### src/rtl/score_pkg.sv
// Shared constants, FSM state type and helpers for the score display driver.
package score_pkg;

    localparam logic [6:0] SEG_0     = 7'b1000000;
    localparam logic [6:0] SEG_1     = 7'b1111001;
    localparam logic [6:0] SEG_2     = 7'b0100100;
    localparam logic [6:0] SEG_3     = 7'b0110000;
    localparam logic [6:0] SEG_4     = 7'b0011001;
    localparam logic [6:0] SEG_5     = 7'b0010010;
    localparam logic [6:0] SEG_6     = 7'b0000010;
    localparam logic [6:0] SEG_7     = 7'b1111000;
    localparam logic [6:0] SEG_8     = 7'b0000000;
    localparam logic [6:0] SEG_9     = 7'b0010000;
    localparam logic [6:0] SEG_BLANK = 7'b1111111;

    typedef enum logic [1:0] {IDLE, CONV, UPDATE} state_e;

    function automatic logic [6:0] seg_encode(input logic [3:0] bcd);
        case (bcd)
            4'd0:    return SEG_0;
            4'd1:    return SEG_1;
            4'd2:    return SEG_2;
            4'd3:    return SEG_3;
            4'd4:    return SEG_4;
            4'd5:    return SEG_5;
            4'd6:    return SEG_6;
            4'd7:    return SEG_7;
            4'd8:    return SEG_8;
            4'd9:    return SEG_9;
            default: return SEG_BLANK;
        endcase
    endfunction

    // Decimal digits needed to hold any w-bit unsigned value.
    function automatic int unsigned dec_digits(input int unsigned w);
        longint unsigned m;
        int unsigned     n;
        m = (64'd1 << w) - 64'd1;
        n = 0;
        for (int i = 0; i < 20; i++) begin
            if (m != 0) begin
                n++;
                m = m / 64'd10;
            end
        end
        return n;
    endfunction

    function automatic longint unsigned pow10(input int unsigned n);
        longint unsigned p;
        p = 64'd1;
        for (int i = 0; i < 20; i++) begin
            if (i < n) p = p * 64'd10;
        end
        return p;
    endfunction

endpackage

### src/rtl/bin2bcd_seq.sv
// Iterative double-dabble converter: one shift/add-3 step per clk2, SCORE_W steps.
module bin2bcd_seq
    import score_pkg::*;
#(
    parameter int unsigned SCORE_W    = 14,
    parameter int unsigned NUM_DIGITS = 4
) (
    input  logic                    clk2,
    input  logic                    reset,
    input  logic                    start,
    input  logic [SCORE_W-1:0]      bin,
    output logic                    done,
    output logic [4*NUM_DIGITS-1:0] bcd
);

    // Internal BCD field always wide enough for SCORE_W bits; surplus decades
    // are never exported.
    localparam int unsigned NeedDigits = dec_digits(SCORE_W);
    localparam int unsigned BcdDigits  = (NeedDigits > NUM_DIGITS) ? NeedDigits : NUM_DIGITS;
    localparam int unsigned ShW        = 4 * BcdDigits + SCORE_W;
    localparam int unsigned CntW       = $clog2(SCORE_W + 1);

    logic [ShW-1:0]  sh_q, adj;
    logic [CntW-1:0] cnt_q;
    logic            run_q, done_q;

    always_comb begin
        adj = sh_q;
        for (int i = 0; i < int'(BcdDigits); i++) begin
            if (adj[SCORE_W + 4*i +: 4] >= 4'd5) begin
                adj[SCORE_W + 4*i +: 4] = adj[SCORE_W + 4*i +: 4] + 4'd3;
            end
        end
    end

    always_ff @(posedge clk2 or negedge reset) begin
        if (!reset) begin
            sh_q   <= '0;
            cnt_q  <= '0;
            run_q  <= 1'b0;
            done_q <= 1'b0;
        end else if (start) begin
            sh_q   <= {{(4*BcdDigits){1'b0}}, bin};
            cnt_q  <= '0;
            run_q  <= 1'b1;
            done_q <= 1'b0;
        end else if (run_q) begin
            sh_q  <= adj << 1;
            cnt_q <= cnt_q + 1'b1;
            if (cnt_q == CntW'(SCORE_W - 1)) begin
                run_q  <= 1'b0;
                done_q <= 1'b1;
            end
        end else begin
            done_q <= 1'b0;
        end
    end

    assign done = done_q;
    assign bcd  = sh_q[SCORE_W +: 4*NUM_DIGITS];

endmodule

### src/rtl/score_display_gen.sv
// Score display driver: BCD seven-segment digits plus row-scanned bar graph.
// Optional build macro SCORE_LZB_EN enables leading-zero blanking.
module score_display_gen
    import score_pkg::*;
#(
    parameter int unsigned SCORE_W    = 14,
    parameter int unsigned NUM_DIGITS = 4,
    parameter int unsigned ROWS       = 8,
    parameter int unsigned COLS       = 8,
    parameter int unsigned BAR_SHIFT  = 7
) (
    input  logic                    clk2,
    input  logic                    reset,
    input  logic [SCORE_W-1:0]      score,
    output logic [7*NUM_DIGITS-1:0] seven,
    output logic [ROWS-1:0]         dot_row,
    output logic [COLS-1:0]         dot_col,
    output logic                    overflow,
    output logic                    busy
);

    localparam longint unsigned MaxShow  = pow10(NUM_DIGITS) - 64'd1;
    localparam int unsigned     Cells    = ROWS * COLS;
    localparam int unsigned     LitW     = $clog2(Cells + 1);
    localparam int unsigned     RowW     = (ROWS > 1) ? $clog2(ROWS) : 1;
    localparam int unsigned     ColShift = $clog2(COLS);

    state_e                  state_q, state_d;
    logic [SCORE_W-1:0]      last_score_q;
    logic                    force_q, busy_q, overflow_q;
    logic [7*NUM_DIGITS-1:0] seven_q, seven_d;
    logic [LitW-1:0]         lit_q, lit_d;
    logic [RowW-1:0]         row_q;
    logic [ROWS-1:0]         dot_row_q, dot_row_d;
    logic [COLS-1:0]         dot_col_q, dot_col_d;
    logic                    start, update, conv_done, overflow_d;
    logic [4*NUM_DIGITS-1:0] bcd;
    logic [SCORE_W-1:0]      bar_raw;
    logic [LitW-1:0]         lit_full_rows, row_ext;
    logic [ColShift-1:0]     lit_part;

    bin2bcd_seq #(
        .SCORE_W    (SCORE_W),
        .NUM_DIGITS (NUM_DIGITS)
    ) u_bin2bcd (
        .clk2  (clk2),
        .reset (reset),
        .start (start),
        .bin   (score),
        .done  (conv_done),
        .bcd   (bcd)
    );

    always_comb begin
        state_d = state_q;
        start   = 1'b0;
        update  = 1'b0;
        case (state_q)
            IDLE: begin
                if (score != last_score_q || force_q) begin
                    start   = 1'b1;
                    state_d = CONV;
                end
            end
            CONV: begin
                if (conv_done) state_d = UPDATE;
            end
            UPDATE: begin
                update  = 1'b1;
                state_d = IDLE;
            end
            default: state_d = IDLE;
        endcase
    end

    // Display values derived from the captured score, registered only in UPDATE.
    always_comb begin
        logic [3:0] digit;
        logic [6:0] code;
`ifdef SCORE_LZB_EN
        logic lead;
        lead = 1'b1;
`endif
        overflow_d = 64'(last_score_q) > MaxShow;
        seven_d    = '1;
        for (int i = int'(NUM_DIGITS) - 1; i >= 0; i--) begin
            digit = bcd[4*i +: 4];
            code  = seg_encode(digit);
`ifdef SCORE_LZB_EN
            if (lead && digit == 4'd0 && i != 0) code = SEG_BLANK;
            else lead = 1'b0;
`endif
            if (overflow_d) code = SEG_9;
            seven_d[7*i +: 7] = code;
        end
        bar_raw = last_score_q >> BAR_SHIFT;
        lit_d   = (32'(bar_raw) > Cells) ? LitW'(Cells) : LitW'(bar_raw);
    end

    always_comb begin
        lit_full_rows = lit_q >> ColShift;
        lit_part      = lit_q[ColShift-1:0];
        row_ext       = LitW'(row_q);
        dot_row_d     = ~(ROWS'(1) << (int'(ROWS) - 1 - int'(row_q)));
        if (row_ext < lit_full_rows)       dot_col_d = '1;
        else if (row_ext == lit_full_rows) dot_col_d = ~({COLS{1'b1}} >> lit_part);
        else                               dot_col_d = '0;
    end

    always_ff @(posedge clk2 or negedge reset) begin
        if (!reset) begin
            state_q      <= IDLE;
            last_score_q <= '0;
            force_q      <= 1'b1;
            busy_q       <= 1'b0;
            seven_q      <= '1;
            overflow_q   <= 1'b0;
            lit_q        <= '0;
        end else begin
            state_q <= state_d;
            if (start) begin
                last_score_q <= score;
                force_q      <= 1'b0;
                busy_q       <= 1'b1;
            end
            if (update) begin
                busy_q     <= 1'b0;
                seven_q    <= seven_d;
                overflow_q <= overflow_d;
                lit_q      <= lit_d;
            end
        end
    end

    // Free-running row scan, independent of the conversion FSM.
    always_ff @(posedge clk2 or negedge reset) begin
        if (!reset) begin
            row_q     <= '0;
            dot_row_q <= '1;
            dot_col_q <= '0;
        end else begin
            row_q     <= (row_q == RowW'(ROWS - 1)) ? '0 : row_q + 1'b1;
            dot_row_q <= dot_row_d;
            dot_col_q <= dot_col_d;
        end
    end

    assign seven    = seven_q;
    assign dot_row  = dot_row_q;
    assign dot_col  = dot_col_q;
    assign overflow = overflow_q;
    assign busy     = busy_q;

endmodule

### config.mk
export PLATFORM = sky130hd
export DESIGN_NAME = score_display_gen
export DESIGN_NICKNAME = d
export VERILOG_FILES = /design/src/rtl/score_pkg.sv /design/src/rtl/bin2bcd_seq.sv /design/src/rtl/score_display_gen.sv
export SDC_FILE = /design/constraint.sdc
export NUM_CORES = 1
export LEC_CHECK = 0
export CAP_MARGIN = 20
export CORE_MARGIN = 2
export CORE_UTILIZATION = 44
export CTS_CLUSTER_DIAMETER = 60
export DETAILED_ROUTE_END_ITERATION = 10
export REMOVE_ABC_BUFFERS = 1
export SETUP_SLACK_MARGIN = 0.2
export SYNTH_ARGS = -nofsm -noshare
export SYNTH_HDL_FRONTEND = slang
export SYNTH_SLANG_ARGS = --single-unit
### constraint.sdc
create_clock -name clk2 -period 3.45 [get_ports clk2]
set_input_delay 0.69 -clock clk2 [delete_from_list [all_inputs] [get_ports clk2]]
set_output_delay 0.69 -clock clk2 [all_outputs]
set_load 0.01 [all_outputs]
# ---- After elaboration in Yosys (flattened, before gate mapping)
# Memories as Yosys holds them, arrays and structs flattened.
# Cells that the tools add are included.
dict set report classes {
  n_bitwise 2
  n_lt_le_gt_ge 8
  eq_ne 9
  n_reduce_logical 5
  n_addsub 8
  n_mux 31
  shifts 2
}
# operator n
set op_table {}
lappend op_table {{34-bit two-way mux} 2}
lappend op_table {{7-bit two-way mux} 5}
lappend op_table {{1-bit by 32-bit left shift with 8-bit output (first input constant)} 1}
lappend op_table {{4-bit two-way mux} 6}
lappend op_table {{4-bit by 3-bit >= comparator with 1-bit output (second input constant)} 5}
lappend op_table {{4-bit by 2-bit adder with 4-bit output (second input constant)} 4}
lappend op_table {{8-bit two-way mux} 2}
lappend op_table {{8-bit inverter} 2}
lappend op_table {{14-bit > comparator (second input constant)} 1}
lappend op_table {{14-bit inequality test} 1}
lappend op_table {{1-bit two-way mux} 11}
lappend op_table {{8-bit by 3-bit right shift with 8-bit output (first input constant)} 1}
lappend op_table {{7-bit > comparator (second input constant)} 1}
lappend op_table {{3-bit two-way mux} 2}
lappend op_table {{4-bit by 1-bit adder with 4-bit output (second input constant)} 1}
lappend op_table {{3-bit by 4-bit equality test with 1-bit output} 1}
lappend op_table {{4-bit equality test (second input constant)} 1}
lappend op_table {{3-bit by 4-bit less-than comparator with 1-bit output} 1}
lappend op_table {{2-bit two-way mux} 2}
lappend op_table {{2-bit case mux with 2 select lines} 1}
lappend op_table {{2-bit nonzero test} 2}
lappend op_table {{3-bit by 3-bit subtractor with 4-bit output (first input constant)} 1}
lappend op_table {{3-bit by 1-bit adder with 3-bit output (second input constant)} 1}
lappend op_table {{3-bit by 2-bit adder with 3-bit output (second input constant)} 1}
lappend op_table {{9 further kinds} 9}
dict set report totals {
  in_bits 16
  mem_bits_ro 448
  n_memories 4
  reg_bits 113
}
# name words width rd rd_ports_with_merged_regs write_ports line_no
set mem_list {}
lappend mem_list {{(name not given)} 16 7 1 0 0 score_pkg.sv:19} ;# case (bcd)
lappend mem_list {{(name not given)} 16 7 1 0 0 score_pkg.sv:19}
lappend mem_list {{(name not given)} 16 7 1 0 0 score_pkg.sv:19}
lappend mem_list {{(name not given)} 16 7 1 0 0 score_pkg.sv:19}

# ---- Longest topological paths before layout
# Gate-level depths: netlist of run 1.
dict set report depth {
  depth_word 6
  ltp_mapped 7
}

# ---- Cells and area by module
# Synthesis of run 1 repeated with hierarchy kept, for this count alone.
dict set report hier_totals {
  cells_unflattened 551
  hier_area_um2 5652.9
}
# mod cells_per_inst instances seq_area_each_um2 area_each_um2
set by_module_without_submodules {}
lappend by_module_without_submodules {score_display_gen 349 1 1873.0 3722.3}
lappend by_module_without_submodules {bin2bcd_seq 202 1 900.9 1930.6}

# ---- Least setup slack after synthesis of run 1
# OpenSTA, ideal clock, no wires.
dict set report synth_timing {
  kind {input-to-reg}
  startpoint {input score[0]}
  endpoint {register last_score_q[12]}
  arrival_ps 2052
  path_slack_ps 1273
  setup_ps 125
  cell_stages 6
  cell_sequence {xor2_1 -> nor4_2 -> a311o_1 -> buf_6 -> buf_12 -> mux2_4}
}
dict set report synth_between {
  elab_chain_cells 4
}
# item line_no
set synth_rtl {}
lappend synth_rtl {{start: declaration} score_display_gen.sv:14} ;# input logic [SCORE_W-1:0] score,
lappend synth_rtl {{14-bit inequality test} score_display_gen.sv:60} ;# if (score != last_score_q || force_q) begin
lappend synth_rtl {{1-bit logical OR} score_display_gen.sv:60}
lappend synth_rtl {{1-bit two-way mux} score_display_gen.sv:60}
lappend synth_rtl {{1-bit two-way mux} score_display_gen.sv:58} ;# case (state_q)
lappend synth_rtl {{end signal: assignment} score_display_gen.sv:122} ;# last_score_q <= score;
lappend synth_rtl {{end: declaration} score_display_gen.sv:29} ;# logic [SCORE_W-1:0] last_score_q;
# No other way between the ends.
# A chain may end at the register's enable or synchronous reset.

# ---- Worst setup path in the final report of run 1
dict set report layout_timing {
  startpoint {input score[12]}
  endpoint {register last_score_q[11]}
}
# Same word-level chain as after synthesis.

==> flow_summary.json, run 1 <==
{
  "yosysUniqueCellTypes": 45,
  "yosysMostFrequentCell": "dfrtp_1",
  "cts-root-buf": "clkbuf_16",
  "grt_max_degree": 54,
  "synthSimpleGateAreaFrac_pct": 12.50,
  "ys_warn_count": 0,
  "first_iter_violations": 163,
  "insertion_delay_ns": 0.35,
  "postCtsHoldBufs": 0,
  "p_per_area_nw_per_um2": 919.7,
  "final_util_pct": 53.10,
  "n_antenna_cell": 0,
  "synth_top_family_by_area": "simple AND/OR/NAND/NOR gates",
  "grt_use_total_pct": 17.56,
  "viasPerCell": 5.013,
  "crit_required_ns": 3.68,
  "hold_class": "input pin to async pin",
  "crit_type": "input pin to flip-flop",
  "clock_path_buffers": 2,
  "grt_setup_unrepaired": "no",
  "netlist_area_um2": 5594,
  "place_area_um2": 6350,
  "ctsHtreeMaxLevel": 3,
  "grt_pass1_vias": 3702,
  "antenna_found_initial": 0,
  "finalSetupTns_ns": 0,
  "grt_pass1_wl_um": 18650,
  "placementRows": 41,
  "end_kind": "flip-flop",
  "worst_pin_slew_ns": 0.6008,
  "slew_violations": 0,
  "cts_resized": 0,
  "drc": 0,
  "period_minus_slack_ns": 2.510,
  "regArea_um2": 2774,
  "die_area_um2": 13630,
  "finalInstanceArea_um2": 6646,
  "syn_inst": 517,
  "cap_violations": 0,
  "initial_core_util_pct": 44.69,
  "synth-seq-cells": 109,
  "port_buffers": 61,
  "setup_violations": 0,
  "clk_pin_slew_ns": 0.07,
  "ir_drop_mv": 0.3667,
  "startpoint_type": "input pin",
  "synth_edf_count": 0,
  "synth_fa_ha_area_share_pct": 7.157,
  "synth_area_leader_cell": "dfrtp_1",
  "io_pins": 62,
  "ant_nets": 0,
  "ys.flop_type": "dfrtp_1",
  "first_pass_iters": 4,
  "synth_area_leaders": "dfrtp_1 (32%), dfstp_2 (17%), ha_1 (7.2%)",
  "core_um2": 12520,
  "max_freq_ghz": 0.3984,
  "p_leak_nw": 2.943,
  "synthTopCellsByCount": "dfrtp_1 (72), nand2_1 (60), nor2_1 (42), o21ai_0 (38), dfstp_2 (37)",
  "cts_tree": "yes",
  "overflow": 0,
  "synth-compound-area-share_pct": 11.56,
  "wl_per_cell_um": 14.47,
  "clock_skew_ns": 0.006961,
  "status": "finished clean",
  "synthXorXnorAreaFrac_pct": 4.026,
  "final_nets": 621,
  "gp_congestion": 0.8070,
  "drive_gt1_share_pct": 19.72,
  "slew_headroom_pct": 59.94,
  "hold_viol_final": 0,
  "synth.top_cell.area_share_pct": 32.21,
  "wl_um": 10850,
  "die_w_um": 116.8,
  "async_flop_share_pct": 100.0,
  "die_y_um": 116.8,
  "post_cts_buffers": 0,
  "post-route-period-util_pct": 72.76,
  "cts_inserted_buffers": 9,
  "ys_seq_area_share_pct": 49.59,
  "multi_input_area_um2": 2560,
  "synthMuxAreaShare_pct": 10.51,
  "crit_arrival_ns": 2.74,
  "syn_area_per_cell_um2": 10.82,
  "area_delta_synth_final_pct": 18.81,
  "dp_hpwl_um": 7657,
  "vias": 3760,
  "clock_sinks": 109,
  "n_fill_cell": 1152,
  "crit_fanout": 16
}
-- final cells by class --
| cell class | count | share of cell area (%) |
|---|---|---|
| Multi-Input combinational cell | 355 | 38.52 |
| Clock buffer | 10 | 3.765 |
| Inverter | 26 | 1.468 |
| Clock inverter | 6 | 0.6965 |
| Sequential cell | 109 | 41.74 |
| Tap cell | 172 | 3.238 |
| Timing Repair Buffer | 72 | 10.58 |
-- layer usage --
layer / up-vias / share of wire (%) / GRT usage [%] / wire length [um]
met5: - / 0 / 0 / 0
met2: 57 / 46 / 27.36 / 5008
li1: 1866 / - / - / -
met3: 11 / 2.6 / 2.491 / 280
met1: 1826 / 50 / 25.32 / 5402
met4: 0 / 1.5 / 5.882 / 160
-- sequential cells by signal (all words and copies together) (netlist names), 2 cells and up --
name             cells
u_bin2bcd.sh_q      30
seven               28
last_score_q        14
dot_col              8
dot_row              8
lit_q                7
u_bin2bcd.cnt_q      4
row_q                3
state_q              2
-- through the flow --
step / worst slack (ns) / hold slack [ns] / instances / power, mW
after floorplan: 0.6775 / 0.3944 / 490 / 4.182
after global placement: 0.5889 / 0.4471 / 734 / 5.066
after detailed placement: 0.5501 / 0.4523 / 734 / 5.151
after CTS: 0.9188 / 0.3582 / 750 / 6.193
after global routing: 0.8176 / 0.3869 / 750 / 6.639
final: 0.9398 / 0.3477 / 750 / 6.112
-- final timing paths --
kind	endpoint	start	slack [ns]	cells after the start
max	last_score_q[11]$_DFFE_PN0P_	score[12]	0.94	6
min	row_q[0]$_DFF_PN0_	reset	0.35	1
max reg2reg	last_score_q[11]$_DFFE_PN0P_	last_score_q[13]$_DFFE_PN0P_	1.28	5
min reg2reg	seven[21]$_DFFE_PN1P_	seven[21]$_DFFE_PN1P_	0.46	2
max in group asynchronous	seven[16]$_DFFE_PN1P_	reset	2.36	2
min in group clk2	seven[21]$_DFFE_PN1P_	seven[21]$_DFFE_PN1P_	0.46	2
-- layout by cell type (no fill, tap or decap), types with 3 or more instances in the layout --
| cell | count |
|---|---|
| nand2b_1 | 13 |
| dfrtp_1 | 72 |
| nand3b_1 | 7 |
| nor2b_1 | 3 |
| and2_1 | 4 |
| nand3_1 | 3 |
| a22o_1 | 7 |
| o21ai_0 | 38 |
| a21oi_1 | 36 |
| clkdlybuf4s50_1 | 60 |
| a32o_1 | 4 |
| a21o_1 | 4 |
| buf_4 | 11 |
| clkbuf_16 | 10 |
| xnor2_1 | 9 |
| mux2_2 | 26 |
| ha_1 | 32 |
| dfstp_2 | 37 |
| a211oi_1 | 5 |
| xor2_1 | 13 |
| nor2_1 | 42 |
| nand2_1 | 60 |
| clkinv_4 | 3 |
| mux2i_1 | 7 |
| inv_1 | 26 |
| mux2_4 | 15 |
| o211ai_1 | 4 |
-- where the power goes --
group | internal, mW | switching (mW)
logic | 1.43 | 1.22
clock network | 0.536 | 0.477
registers | 1.91 | 0.540
-- worst max-delay path, cell delays in order --
cell and delay, ns:
clkdlybuf4s50_1 0.47, xor2_1 0.19, nor4_2 0.48, a311o_1 0.27, buf_4 0.27, mux2_2 0.37
-- cell families after synthesis --
kind of cell,after synthesis
fa+ha+maj,32
xor+xnor,24
buf+inv,53
simple gates,145
flops,109
mux,48
compound gates,106
No activity file was read; power rests on OpenSTA's default activity.
==> run 2: changes to the inputs <==
- clock period: 3.45 -> 2.6 ns (I/O delays scaled with it)
==> flow_summary.json, run 2 (same netlist as run 1, synthesis figures left out) <==
{
  "status": "finished clean",
  "end_kind": "flip-flop",
  "max_freq_ghz": 0.4466,
  "final_cell_mix": "dfrtp_1 (72), nand2_1 (60), clkdlybuf4s50_1 (60), nor2_1 (42), o21ai_0 (38)",
  "hold_class": "input pin to async pin",
  "crit_type": "input pin to flip-flop",
  "largest_register_ffs": 30,
  "final_nets": 629,
  "first_iter_violations": 170,
  "place_area_um2": 6435,
  "insertion_delay_ns": 0.35,
  "startpoint_type": "input pin",
  "hold_viol_final": 0,
  "die_y_um": 116.8,
  "io_pins": 62,
  "power.total_mw": 8.304,
  "ir_drop_mv": 0.4633,
  "dp_cells": 742,
  "clock_path_buffers": 2,
  "cts_tree": "yes",
  "overflow": 0,
  "top_register": "u_bin2bcd.sh_q",
  "final_common_cell": "dfrtp_1",
  "grt_pass1_wl_um": 17910,
  "period_minus_slack_ns": 2.239,
  "crit_fanout": 25,
  "cts_inserted_buffers": 9,
  "ctsHtreeMaxLevel": 3,
  "vias": 3767,
  "postCtsHoldBufs": 0,
  "viasPerCell": 4.970,
  "antenna_found_initial": 0,
  "wl_per_cell_um": 14.08,
  "cts_resized": 0,
  "slew_headroom_pct": 65.38,
  "setup_violations": 0,
  "crit_arrival_ns": 2.48,
  "finalSetupTns_ns": 0,
  "final_util_pct": 54.01,
  "drive_gt1_share_pct": 20.82,
  "wl_um": 10670,
  "slew_violations": 0,
  "clock_sinks": 109,
  "area_delta_synth_final_pct": 20.85,
  "gp_congestion": 0.8150,
  "setup_slack_ns": 0.3608,
  "cap_violations": 0,
  "hold_ws_ns": 0.08801,
  "r2r-start": "last_score_q[7]$_DFFE_PN0P_",
  "p_per_area_nw_per_um2": 1228,
  "ant_nets": 0,
  "crit_required_ns": 2.84,
  "port_buffers": 61,
  "worst_pin_slew_ns": 0.5146,
  "finalInstanceArea_um2": 6760,
  "cp-startpoint": "score[1]",
  "grt_max_degree": 58,
  "die_w_um": 116.8,
  "grt_use_total_pct": 16.84,
  "post_cts_buffers": 0,
  "n_antenna_cell": 0,
  "dp_hpwl_um": 7643,
  "clock_skew_ns": 0.01027,
  "clk_pin_slew_ns": 0.07,
  "placementRows": 41,
  "grt_setup_unrepaired": "no",
  "initial_core_util_pct": 44.69,
  "preCtsSetupSlack_ns": -0.02570,
  "grt_pass1_vias": 3565,
  "post-route-period-util_pct": 86.12,
  "die_area_um2": 13630,
  "drc": 0,
  "instances_no_fill": 758,
  "p_leak_nw": 3.009,
  "n_fill_cell": 1147,
  "core_um2": 12520,
  "cts-root-buf": "clkbuf_16",
  "first_pass_iters": 5
}
[run 2: cell count changes in the layout (fill, tap and decap cells not counted), sizes merged]
cell	change
clkinv	-1
clkinvlp	-1
bufinv	+2
buf	+8
[run 2: worst max-delay path, cell delays in order]
cell	delay (ns)
clkdlybuf4s50_1	0.45
xor2_1	0.18
nor4_2	0.46
a311o_1	0.30
buf_12	0.22
mux2_2	0.35
[run 2: where the power goes]
group	switching [mW]	internal [mW]	total (mW)
sequential	0.714	2.54	3.25
clock	0.619	0.869	1.49
combinational	1.62	1.95	3.57
[run 2: cell type report]
cell class / instances / area [um2] / share of cell area (%)
Clock buffer: 10 / 239.0 / 3.535
Sequential cell: 109 / 2774 / 41.03
Tap cell: 172 / 215.2 / 3.183
Clock inverter: 6 / 86.33 / 1.277
Inverter: 26 / 97.59 / 1.444
Timing Repair Buffer: 80 / 788.3 / 11.66
Multi-Input combinational cell: 355 / 2560 / 37.87
[run 2: path summary, 6_finish.rpt]
path / to / slack, ns / depth (start not counted)
hold / removal: u_bin2bcd.sh_q[20]$_DFFE_PN0P_ / 0.09 / 1
hold reg to reg: seven[21]$_DFFE_PN1P_ / 0.47 / 2
max in group asynchronous: seven[22]$_DFFE_PN1P_ / 1.81 / 2
setup reg to reg: seven[16]$_DFFE_PN1P_ / 0.53 / 6
setup / recovery: last_score_q[10]$_DFFE_PN0P_ / 0.36 / 6
min in group clk2: seven[21]$_DFFE_PN1P_ / 0.47 / 2
[run 2: routing by layer]
metal	share of wire (%)	vias up	wire, um	track usage (%)
li1	-	1892	-	-
met1	51	1802	5451	24.79
met2	44	60	4682	24.78
met3	3.2	13	345	2.750
met4	1.8	0	193	6.824
met5	0	-	0	0
==> run 3: changes to the inputs <==
--- a/config.mk
+++ b/config.mk
@@ -8,3 +8,3 @@
 export CAP_MARGIN = 20
-export CORE_MARGIN = 2
+export CORE_MARGIN = 10
 export CORE_UTILIZATION = 44
--- a/constraint.sdc
+++ b/constraint.sdc
@@ -3,2 +3,2 @@
 set_output_delay 0.52 -clock clk2 [all_outputs]
-set_load 0.01 [all_outputs]
+set_load 0.005 [all_outputs]
==> flow_summary.json, run 3 (same netlist as run 1, synthesis figures left out) <==
{
  "regArea_um2": 2774,
  "multi_input_area_um2": 2560,
  "hold_class": "input pin to async pin",
  "r2r-start": "last_score_q[11]$_DFFE_PN0P_",
  "p_leak_nw": 2.992,
  "critPathSlowestCell": "clkdlybuf4s50_1",
  "critPathTopFamily": "buffers and inverters",
  "cts_resized": 0,
  "post_cts_buffers": 0,
  "p_per_area_nw_per_um2": 1194,
  "area_delta_synth_final_pct": 20.20,
  "gp_congestion": 0.7867,
  "clock_skew_ns": 0.005908,
  "setup_slack_ns": 0.3163,
  "cts_tree": "yes",
  "period_minus_slack_ns": 2.284,
  "slowest_delay_ns": 0.46,
  "crit_fanout": 8,
  "core_um2": 12520,
  "cts-root-buf": "clkbuf_16",
  "first_pass_iters": 4,
  "slew_violations": 0,
  "dp_hpwl_um": 8335,
  "p_sw_share_pct": 35.68,
  "crit_required_ns": 2.83,
  "wl_um": 11390,
  "overflow": 0,
  "crit_type": "input pin to flip-flop",
  "startpoint_type": "input pin",
  "postCtsHoldBufs": 0,
  "rrSetupSlack_ns": 0.52,
  "preCtsSetupSlack_ns": -0.03028,
  "clock_sinks": 109,
  "end_kind": "flip-flop",
  "top_register": "u_bin2bcd.sh_q",
  "grt_pass1_vias": 3831,
  "post-route-period-util_pct": 87.83,
  "combPwrFrac_pct": 43.4,
  "setup_violations": 0,
  "vias": 3852,
  "insertion_delay_ns": 0.35,
  "largest_register_ffs": 30,
  "finalSetupTns_ns": 0,
  "dp_cells": 746,
  "initial_core_util_pct": 44.69,
  "grt_use_total_pct": 13.28,
  "die_y_um": 132.8,
  "cap_violations": 0,
  "intPower_mw": 5.163,
  "grt_max_degree": 53,
  "instances_no_fill": 762,
  "crit_arrival_ns": 2.52,
  "drc": 0,
  "n_fill_cell": 1135,
  "p_clk_share_pct": 15.9,
  "hold_viol_final": 0,
  "ctsHtreeMaxLevel": 3,
  "final_cell_mix": "dfrtp_1 (72), nand2_1 (60), clkdlybuf4s50_1 (60), nor2_1 (42), o21ai_0 (38)",
  "ir_drop_mv": 0.5152,
  "place_area_um2": 6452,
  "first_iter_violations": 223,
  "viasPerCell": 5.055,
  "clock_path_buffers": 2,
  "antenna_found_initial": 0,
  "io_pins": 62,
  "netSwitchingPower_mw": 2.864,
  "die_w_um": 132.8,
  "slew_headroom_pct": 53.91,
  "drive_gt1_share_pct": 21.02,
  "p_seq_share_pct": 40.7,
  "critPathBufInv": 2,
  "clk_pin_slew_ns": 0.07,
  "placementRows": 41,
  "wl_per_cell_um": 14.95,
  "final_common_cell": "dfrtp_1",
  "worst_pin_slew_ns": 0.6913,
  "final_util_pct": 53.72,
  "grt_setup_unrepaired": "no",
  "n_antenna_cell": 0,
  "max_freq_ghz": 0.4379,
  "final_nets": 633,
  "port_buffers": 61,
  "die_area_um2": 17620,
  "grt_pass1_wl_um": 19380,
  "crit_chain": "clkdlybuf4s50_1 -> xor2_1 -> nor4_2 -> a311o_1 -> buf_4 -> mux2_2",
  "cts_inserted_buffers": 9,
  "ant_nets": 0,
  "ff2ff_path_depth": 6,
  "rr_endpoint": "last_score_q[9]$_DFFE_PN0P_",
  "status": "finished clean",
  "finalInstanceArea_um2": 6724
}
-- run 3: final cells by class --
class,count,share of cell area [%]
Multi-Input combinational cell,355,38.07
Clock buffer,12,3.666
Timing Repair Buffer,84,11.98
Sequential cell,109,41.25
Inverter,26,1.451
Tap cell,172,3.201
Clock inverter,4,0.3722
-- run 3: power groups by stage --
stage          clock [mW]  sequential, mW  combinational [mW]
2_1_floorplan           0            3.16                2.28
3_3_place_gp            0            3.26                3.46
3_5_place_dp            0            3.30                3.52
4_1_cts              1.32            3.27                3.54
5_1_grt              1.38            3.39                3.93
6_report             1.27            3.27                3.49
-- run 3: worst max path at each step --
stage                     startpoint                      endpoint  slack [ns]  cells after the start
after floorplan             score[0]  last_score_q[10]$_DFFE_PN0P_      -0.003                      4
after global placement     score[10]   last_score_q[9]$_DFFE_PN0P_       -0.03                      6
after detailed placement    score[1]   last_score_q[7]$_DFFE_PN0P_       -0.03                      6
after CTS                  score[10]   last_score_q[9]$_DFFE_PN0P_        0.33                      6
after global routing        score[1]   last_score_q[9]$_DFFE_PN0P_        0.26                      6
final                       score[8]   last_score_q[9]$_DFFE_PN0P_        0.32                      6
-- run 3: per-layer routing --
layer  vias to the layer above  global-route usage (%)  share of wire, %
met3                        11                   2.990               4.3
met2                        74                   20.33                45
li1                       1900                       -                 -
met5                         -                       0                 0
met1                      1867                   17.68                49
met4                         0                   5.623               1.8
-- run 3: metrics by stage --
step	power (mW)	hold WS, ns
global route	8.710	0.1160
floorplan	5.435	0.2244
global placement	6.721	0.4455
detailed placement	6.818	0.4445
finish	8.027	0.09881
CTS	8.119	0.1080
